## src/rtl/base_rr_arb_mux_if.sv

```systemverilog
// base_rr_arb_mux_if
//   Bundles the request side and the registered output side of the
//   round-robin arbiter/mux so both ends can be passed as one port.
//
//   Request side (one channel per way, way 0 is the leftmost slice):
//     i_v   [0:ways-1]        per-way request valid
//     i_r   [0:ways-1]        per-way accept, at most one bit set
//     i_d   [0:ways*width-1]  way j data at bits j*width .. j*width+width-1
//   Output side:
//     o_v   1                 output register holds a valid beat
//     o_r   1                 downstream ready
//     o_d   [0:width-1]       registered winning data
//     o_sel [0:ways-1]        one-hot way that produced o_d, zero when idle
//
//   master: the environment (drives requests and downstream ready)
//   slave : the arbiter itself
interface base_rr_arb_mux_if #(
  parameter int width = 1,
  parameter int ways  = 1
);

  logic [0:ways-1]       i_v;
  logic [0:ways-1]       i_r;
  logic [0:ways*width-1] i_d;
  logic                  o_v;
  logic                  o_r;
  logic [0:width-1]      o_d;
  logic [0:ways-1]       o_sel;

  modport master (
    output i_v, i_d, o_r,
    input  i_r, o_v, o_d, o_sel
  );

  modport slave (
    input  i_v, i_d, o_r,
    output i_r, o_v, o_d, o_sel
  );

endinterface

```

## src/rtl/base_rr_arb_mux.sv

```systemverilog
// base_or
//   Multi-way OR reducer: ORs `ways` slices of `width` bits down to one
//   slice. When at most one slice is non-zero it behaves as a mux.
//     d  [0:ways*width-1]  way j occupies bits j*width .. j*width+width-1
//     q  [0:width-1]       bitwise OR of all slices
//
// base_rr_arb_mux
//   Round-robin arbiter plus data gate in front of base_or. Each cycle the
//   output stage can load, one requesting way is granted, every other way's
//   data is forced to zero, and the OR of the gated ways is captured in a
//   one-entry valid/ready output register together with the one-hot
//   identity of the winner.
//     clk    clock, all state on the rising edge
//     reset  asynchronous, active-high reset
//     bus    base_rr_arb_mux_if slave modport (requests and output beat)

module base_or #(
  parameter int width = 1,
  parameter int ways  = 1
) (
  input  logic [0:ways*width-1] d,
  output logic [0:width-1]      q
);

  // Fold every way's slice into the result; the caller guarantees that
  // only the granted slice can be non-zero, so this acts as a selector.
  always_comb begin
    q = '0;
    for (int j = 0; j < ways; j++) begin
      q = q | d[j*width +: width];
    end
  end

endmodule

module base_rr_arb_mux #(
  parameter int width = 1,
  parameter int ways  = 1
) (
  input logic           clk,
  input logic           reset,
  base_rr_arb_mux_if.slave bus
);

  localparam int pw = (ways > 1) ? $clog2(ways) : 1;

  logic [pw-1:0]         ptr;
  logic [pw-1:0]         gnt_idx;
  logic [0:ways-1]       gnt;
  logic                  any_gnt;
  logic                  load;
  logic [0:ways*width-1] masked;
  logic [0:width-1]      or_out;
  logic                  o_v_q;
  logic [0:width-1]      o_d_q;
  logic [0:ways-1]       o_sel_q;
  int                    cand;

  // Round-robin search: start one past the last granted way, walk up to
  // ways-1, wrap to 0 and stop at the first requester. The candidate index
  // is wrapped with a subtraction because ptr+off never reaches 2*ways,
  // which keeps non power-of-two way counts correct without a modulo.
  always_comb begin
    gnt     = '0;
    gnt_idx = ptr;
    any_gnt = 1'b0;
    cand    = 0;
    for (int off = 1; off <= ways; off++) begin
      cand = int'(ptr) + off;
      if (cand >= ways) begin
        cand = cand - ways;
      end
      if (!any_gnt && bus.i_v[cand]) begin
        gnt[cand] = 1'b1;
        gnt_idx   = pw'(cand);
        any_gnt   = 1'b1;
      end
    end
  end

  // The output stage can take a new beat when it is empty or being drained
  // this cycle. Accepts are only offered when a load will actually happen,
  // so a stalled output never swallows a request.
  assign load    = !o_v_q || bus.o_r;
  assign bus.i_r = gnt & {ways{load}};

  // Zero every slice except the granted one so the OR reducer sees a
  // one-hot-masked vector and its output equals the winner's data.
  for (genvar j = 0; j < ways; j++) begin : g_mask
    assign masked[j*width +: width] = bus.i_d[j*width +: width] & {width{gnt[j]}};
  end

  base_or #(
    .width (width),
    .ways  (ways)
  ) u_or (
    .d (masked),
    .q (or_out)
  );

  // Output register and round-robin pointer. The pointer only moves on a
  // real grant, so an idle cycle leaves the priority order untouched. Data
  // is held when no way wins, avoiding needless toggling on the data bus.
  always_ff @(posedge clk or posedge reset) begin
    if (reset) begin
      o_v_q   <= 1'b0;
      o_d_q   <= '0;
      o_sel_q <= '0;
      ptr     <= pw'(ways - 1);
    end else if (load) begin
      o_v_q   <= any_gnt;
      o_sel_q <= gnt;
      if (any_gnt) begin
        o_d_q <= or_out;
        ptr   <= gnt_idx;
      end
    end
  end

  assign bus.o_v   = o_v_q;
  assign bus.o_d   = o_d_q;
  assign bus.o_sel = o_sel_q;

endmodule

```

## src/flat_wrapper.sv

```systemverilog
// flat-port wrapper written by rule: the top's interface ports become plain ports
module base_rr_arb_mux_flat 
#(
  parameter int width = 1,
  parameter int ways  = 1
)
  (clk, reset, bus_i_v, bus_i_d, bus_o_r, bus_i_r, bus_o_v, bus_o_d, bus_o_sel);
  base_rr_arb_mux_if #(.width(width), .ways(ways)) bus_i ();
  input logic clk;
  input logic reset;
  input wire logic [$bits(bus_i.i_v)-1:0] bus_i_v;
  input wire logic [$bits(bus_i.i_d)-1:0] bus_i_d;
  input wire logic [$bits(bus_i.o_r)-1:0] bus_o_r;
  output wire logic [$bits(bus_i.i_r)-1:0] bus_i_r;
  output wire logic [$bits(bus_i.o_v)-1:0] bus_o_v;
  output wire logic [$bits(bus_i.o_d)-1:0] bus_o_d;
  output wire logic [$bits(bus_i.o_sel)-1:0] bus_o_sel;
  assign bus_i.i_v = bus_i_v;
  assign bus_i.i_d = bus_i_d;
  assign bus_i.o_r = bus_o_r;
  assign bus_i_r = bus_i.i_r;
  assign bus_o_v = bus_i.o_v;
  assign bus_o_d = bus_i.o_d;
  assign bus_o_sel = bus_i.o_sel;
  base_rr_arb_mux #(.width(width), .ways(ways)) u_core (.clk(clk), .reset(reset), .bus(bus_i));
endmodule
```

## config.mk

```make
export PLATFORM = sky130hd
export DESIGN_NAME = base_rr_arb_mux_flat
export DESIGN_NICKNAME = d
export VERILOG_FILES = /design/src/rtl/base_rr_arb_mux_if.sv /design/src/rtl/base_rr_arb_mux.sv /design/src/flat_wrapper.sv
export SDC_FILE = /design/constraint.sdc
export NUM_CORES = 1
export LEC_CHECK = 0
export ABC_AREA = 1
export CAP_MARGIN = 40
export CORE_AREA = 2 2 39 41
export DETAILED_ROUTE_END_ITERATION = 12
export DIE_AREA = 0 0 41 43
export PLACE_DENSITY_LB_ADDON = 0.12
export SYNTH_ARGS = -nofsm -noshare
export SYNTH_HDL_FRONTEND = slang
export SYNTH_SLANG_ARGS = --single-unit
```

## constraint.sdc

```tcl
create_clock -name clk -period 1.3 [get_ports clk]
set_input_delay 0.195 -clock clk [delete_from_list [all_inputs] [get_ports clk]]
set_output_delay 0.195 -clock clk [all_outputs]
set_load 0.02 [all_outputs]
```

# Word level (Yosys, flattened, before mapping)
# Cells that the tools add are included.
# word_totals
elab_cells	22
output_inout_bits	4
regBits	4
# op_classes
n_mux	6
addsub	2
n_reduce_logical	5
n_bitwise	2
n_lt_le_gt_ge	3
# ops
op	count
>= comparator 32 x 1 -> 1 bit (second input constant)	1
>= comparator 32 x 2 -> 1 bit (second input constant)	1
less-than comparator 32 x 2 -> 1 bit (second input constant)	1
two-way mux 32 bit	1
subtractor 32 x 2 -> 32 bit (second input constant)	1
two-way mux 1 bit	5
AND reduction 3 bit	1
adder 1 x 1 -> 2 bit (second input constant)	1
bitwise AND 1 bit	2
AND reduction 2 bit	1
logical AND 1 bit	1
logical NOT 1 bit	1
logical OR 1 bit	1

# Depth between registers and ports, before layout
# logic_depth
word_depth	8
ltp_mapped	5
ltp_nobuf	5

# Hierarchy
# From an unflattened synthesis, not the netlist that was laid out.
# unflattened
cells_unflattened	17
hier_area_um2	148.9
# by_module_without_submodules
mod	area_each_um2	n_inst	cells_per_inst
base_rr_arb_mux	141.4	1	16
base_or	7.5	1	1

# Least setup slack after synthesis
# Ideal clock, no wire load.
# synth_path
path_kind	register to output
from	register u_core.o_v_q (netlist: u_core.bus.o_v)
to	output bus_i_r
t_arrival_ns	0.785
stages_incl_launch_ff	4
slack_ns	0.320
n_path_buf	0
path_cell_list	dfrtp_1 nand2_2 nand2_4 inv_1
# synth_via
elab_chain_cells	3
# synth_lines
item	line_no	text
from (decl)	base_rr_arb_mux.sv:54	logic o_v_q;
from (signal assigned)	base_rr_arb_mux.sv:111	o_v_q <= any_gnt;
logical NOT 1 bit	base_rr_arb_mux.sv:84	assign load = !o_v_q || bus.o_r;
logical OR 1 bit	base_rr_arb_mux.sv:84	
bitwise AND 1 bit	base_rr_arb_mux.sv:85	assign bus.i_r = gnt & {ways{load}};
to (decl)	flat_wrapper.sv:14	output wire logic [$bits(bus_i.i_r)-1:0] bus_i_r;
# Every way passes these cells.

# Worst setup path in the final report
# layout_path
from	input bus_o_r
to	output bus_i_r
# layout_via
elab_chain_cells	2
# layout_lines
item	line_no	text
from (decl)	flat_wrapper.sv:13	input wire logic [$bits(bus_i.o_r)-1:0] bus_o_r;
logical OR 1 bit	base_rr_arb_mux.sv:84	
bitwise AND 1 bit	base_rr_arb_mux.sv:85	
# Every way passes these cells.

==> metrics <==
Tmin final 1230 ps; syn_nets 19; Clock transition at path regs 40 ps; crit-path leading delay family buffers and inverters; Clock Sinks 3; via density per instance 3.00; placed inst area 246 um2; period utilisation layout 0.946; Max Slew Vio Count 0; RSZ-0062 raised after global routing false; Syn Std Cell Area 131 um2; worst vdd ir 0.000542 V; critical-path cell list clkdlybuf4s50_1 -> inv_2 -> nand2_2 -> nand2_4 -> inv_1 -> buf_2; slew margin rel. 0.863; FF+latch count, synth 3; Most used DFF post-synth dfrtp_1; P per Cell Area 1330 nW/um2; number of synthesized flops with an enable pin 0; Critical Path Source Type primary input; Async S/R FF share, synth 1.00; Leak Pwr 0.139 nW; area of the multi-input gates 45.0 um2; Slew @ Worst Pin 206 ps; Worst R2R Setup Slack 430 ps; worst stage delay on the critical path 470 ps; RR Endpoint u_core.bus.o_d$_DFFE_PP0P_; Port Buf Inserts 8; largest net degree at the start of global routing 4; number of buffers created by CTS 3; CP max-delay cell clkdlybuf4s50_1; CTS tree done; final hold vios 0; status finished, final reports clean; diode count 0; RD Place Congestion 0.576; num rows 14; nets@finish 34; Synth area leader dfrtp_1; clk buf depth 2; die height 43 um; R2R cell count 5; Area Growth Syn to Fin 102%; CP endpoint kind output pin; Cells after Synth 14; sequential-to-total area share from yosys stat 0.571; Detail Placement HPWL 241 um; pre-CTS setup slack -384 ps; CTS Hold Bufs 0; first-pass iteration count of the detailed router 2; first-pass GRT wire length 552 um; initial antenna violation count 0; Yosys cell types 7; final wirelength 301 um; critical path class primary input to output pin; drt initial violations 3; CP required 1110 ps; CP Buf/Inv Count 4; Syn Area/Cell 9.38 um2; # setup viols final 0; Routed WL per cell 6.84 um; die footprint 1760 um2; Post-synth top cells 3 x dfrtp_1, 3 x nand2_1, 2 x inv_1, 2 x nand2_2, 2 x nand3_1; Horiz. Die Dim 41 um; Reg area 75.1 um2; CTS H-tree depth 1; Post-CTS Setup Inserts 0; Synth Warn # 0; clock latency on the worst-skew pair 230 ps; Finished Cell Area 265 um2; HP Class primary input to asynchronous set/reset pin; Synth top area share 0.571; GRT Total Usage 0.0554; clk_skew 1.31 ps; antenna viol nets, final 0; Starting Density 0.0949; IO Count 9; reg-to-reg startpoint u_core.bus.o_v$_DFFE_PP0P_; total number of vias 132; Cell Count, Final, Fillers Out 44; CP arrival 1030 ps; fraction of layout cells with a size suffix above 1 0.357; setup ws final 70.5 ps; core box area 1380 um2; number of max-cap violations 0; fillers 161; critical path peak fanout 3; vias in the first global route 140; Area contributors post-synth dfrtp_1 57%, nand2_2 9.5%, nand2_1 8.6%, nand2_4 8.6%, nand3_1 7.6%; f_max 813 MHz; DRC errors left 0; Final TNS setup 0 ps; Congestion Overflow GR 0; Placed Cells 40; CTS root buf clkbuf_4
## cell usage in the layout, fill, tap and decap left out
cell type	instances
clkbuf_1	1
clkdlybuf4s50_1	4
nand2_2	2
inv_1	2
buf_4	2
nand2_4	1
nand2_1	3
nand3_1	2
clkbuf_4	3
inv_2	1
dlygate4sd2_1	2
buf_2	1
dfrtp_1	3
clkdlybuf4s15_1	1
## worst reg2reg max path, delay by kind of cell, from the launching register on
family	cells	cell delay (ps)
AND/OR/NAND/NOR	4	240
buffers and inverters	1	130
flip-flops	1	370
## report_power, final
group	leakage (nW)	internal, mW	switching [mW]
clock	0.0150	0.115	0.0466
sequential	0.0357	0.105	0.00664
combinational	0.0887	0.0383	0.0402
## routing by layer
metal	wire length, um	GRT usage
met4	0	0.0600
met5	0	0
met1	139	0.0554
met3	55	0.0628
met2	106	0.0531
## worst max path at each step
stage | from | end | slack [ps] | cells after the start
finish | bus_o_r | bus_i_r | 70 | 6
global placement | bus_o_r | bus_i_r | -410 | 6
CTS | u_core.bus.o_v$_DFFE_PP0P_ | bus_o_v | 40 | 2
floorplan | u_core.bus.o_v$_DFFE_PP0P_ | bus_i_r | 320 | 3
detailed placement | bus_o_r | bus_i_r | -380 | 6
global route | u_core.bus.o_v$_DFFE_PP0P_ | bus_o_v | 20 | 2
## per-stage QoR
| step | hold slack, ps | power [mW] | utilization |
|---|---|---|---|
| 2_1_floorplan | -51.4 | 0.150 | - |
| 3_3_place_gp | 373 | 0.205 | 0.178 |
| 3_5_place_dp | 375 | 0.203 | 0.178 |
| 4_1_cts | 122 | 0.365 | 0.191 |
| 5_1_grt | 151 | 0.383 | 0.192 |
| 6_report | 125 | 0.352 | 0.192 |
## final cells by class
type                            count  share of cell area
Clock buffer                        4              0.0991
Inverter                            3              0.0425
Multi-Input combinational cell      8               0.170
Sequential cell                     3               0.283
Tap cell                           16              0.0755
Timing Repair Buffer               10               0.330
## logic make-up (layout without fill, tap and decap cells)
kind of cell | after synthesis | count (layout) | synth area share
AND/OR/NAND/NOR | 8 | 8 | 0.343
buffers and inverters | 3 | 17 | 0.0857
flip-flops | 3 | 3 | 0.571
## registers in the layout, indices dropped and copies added, names as in the netlist
register,cells
u_core.bus.o_v,1
u_core.bus.o_d,1
u_core.bus.o_sel,1
## timing repair
action	4_1_cts	5_1_grt
setup endpoints to repair	4	1
resized for setup	7	1
cloned	0	0
endpoints found under the hold margin	0	0
No activity file was read; power rests on OpenSTA's default activity.
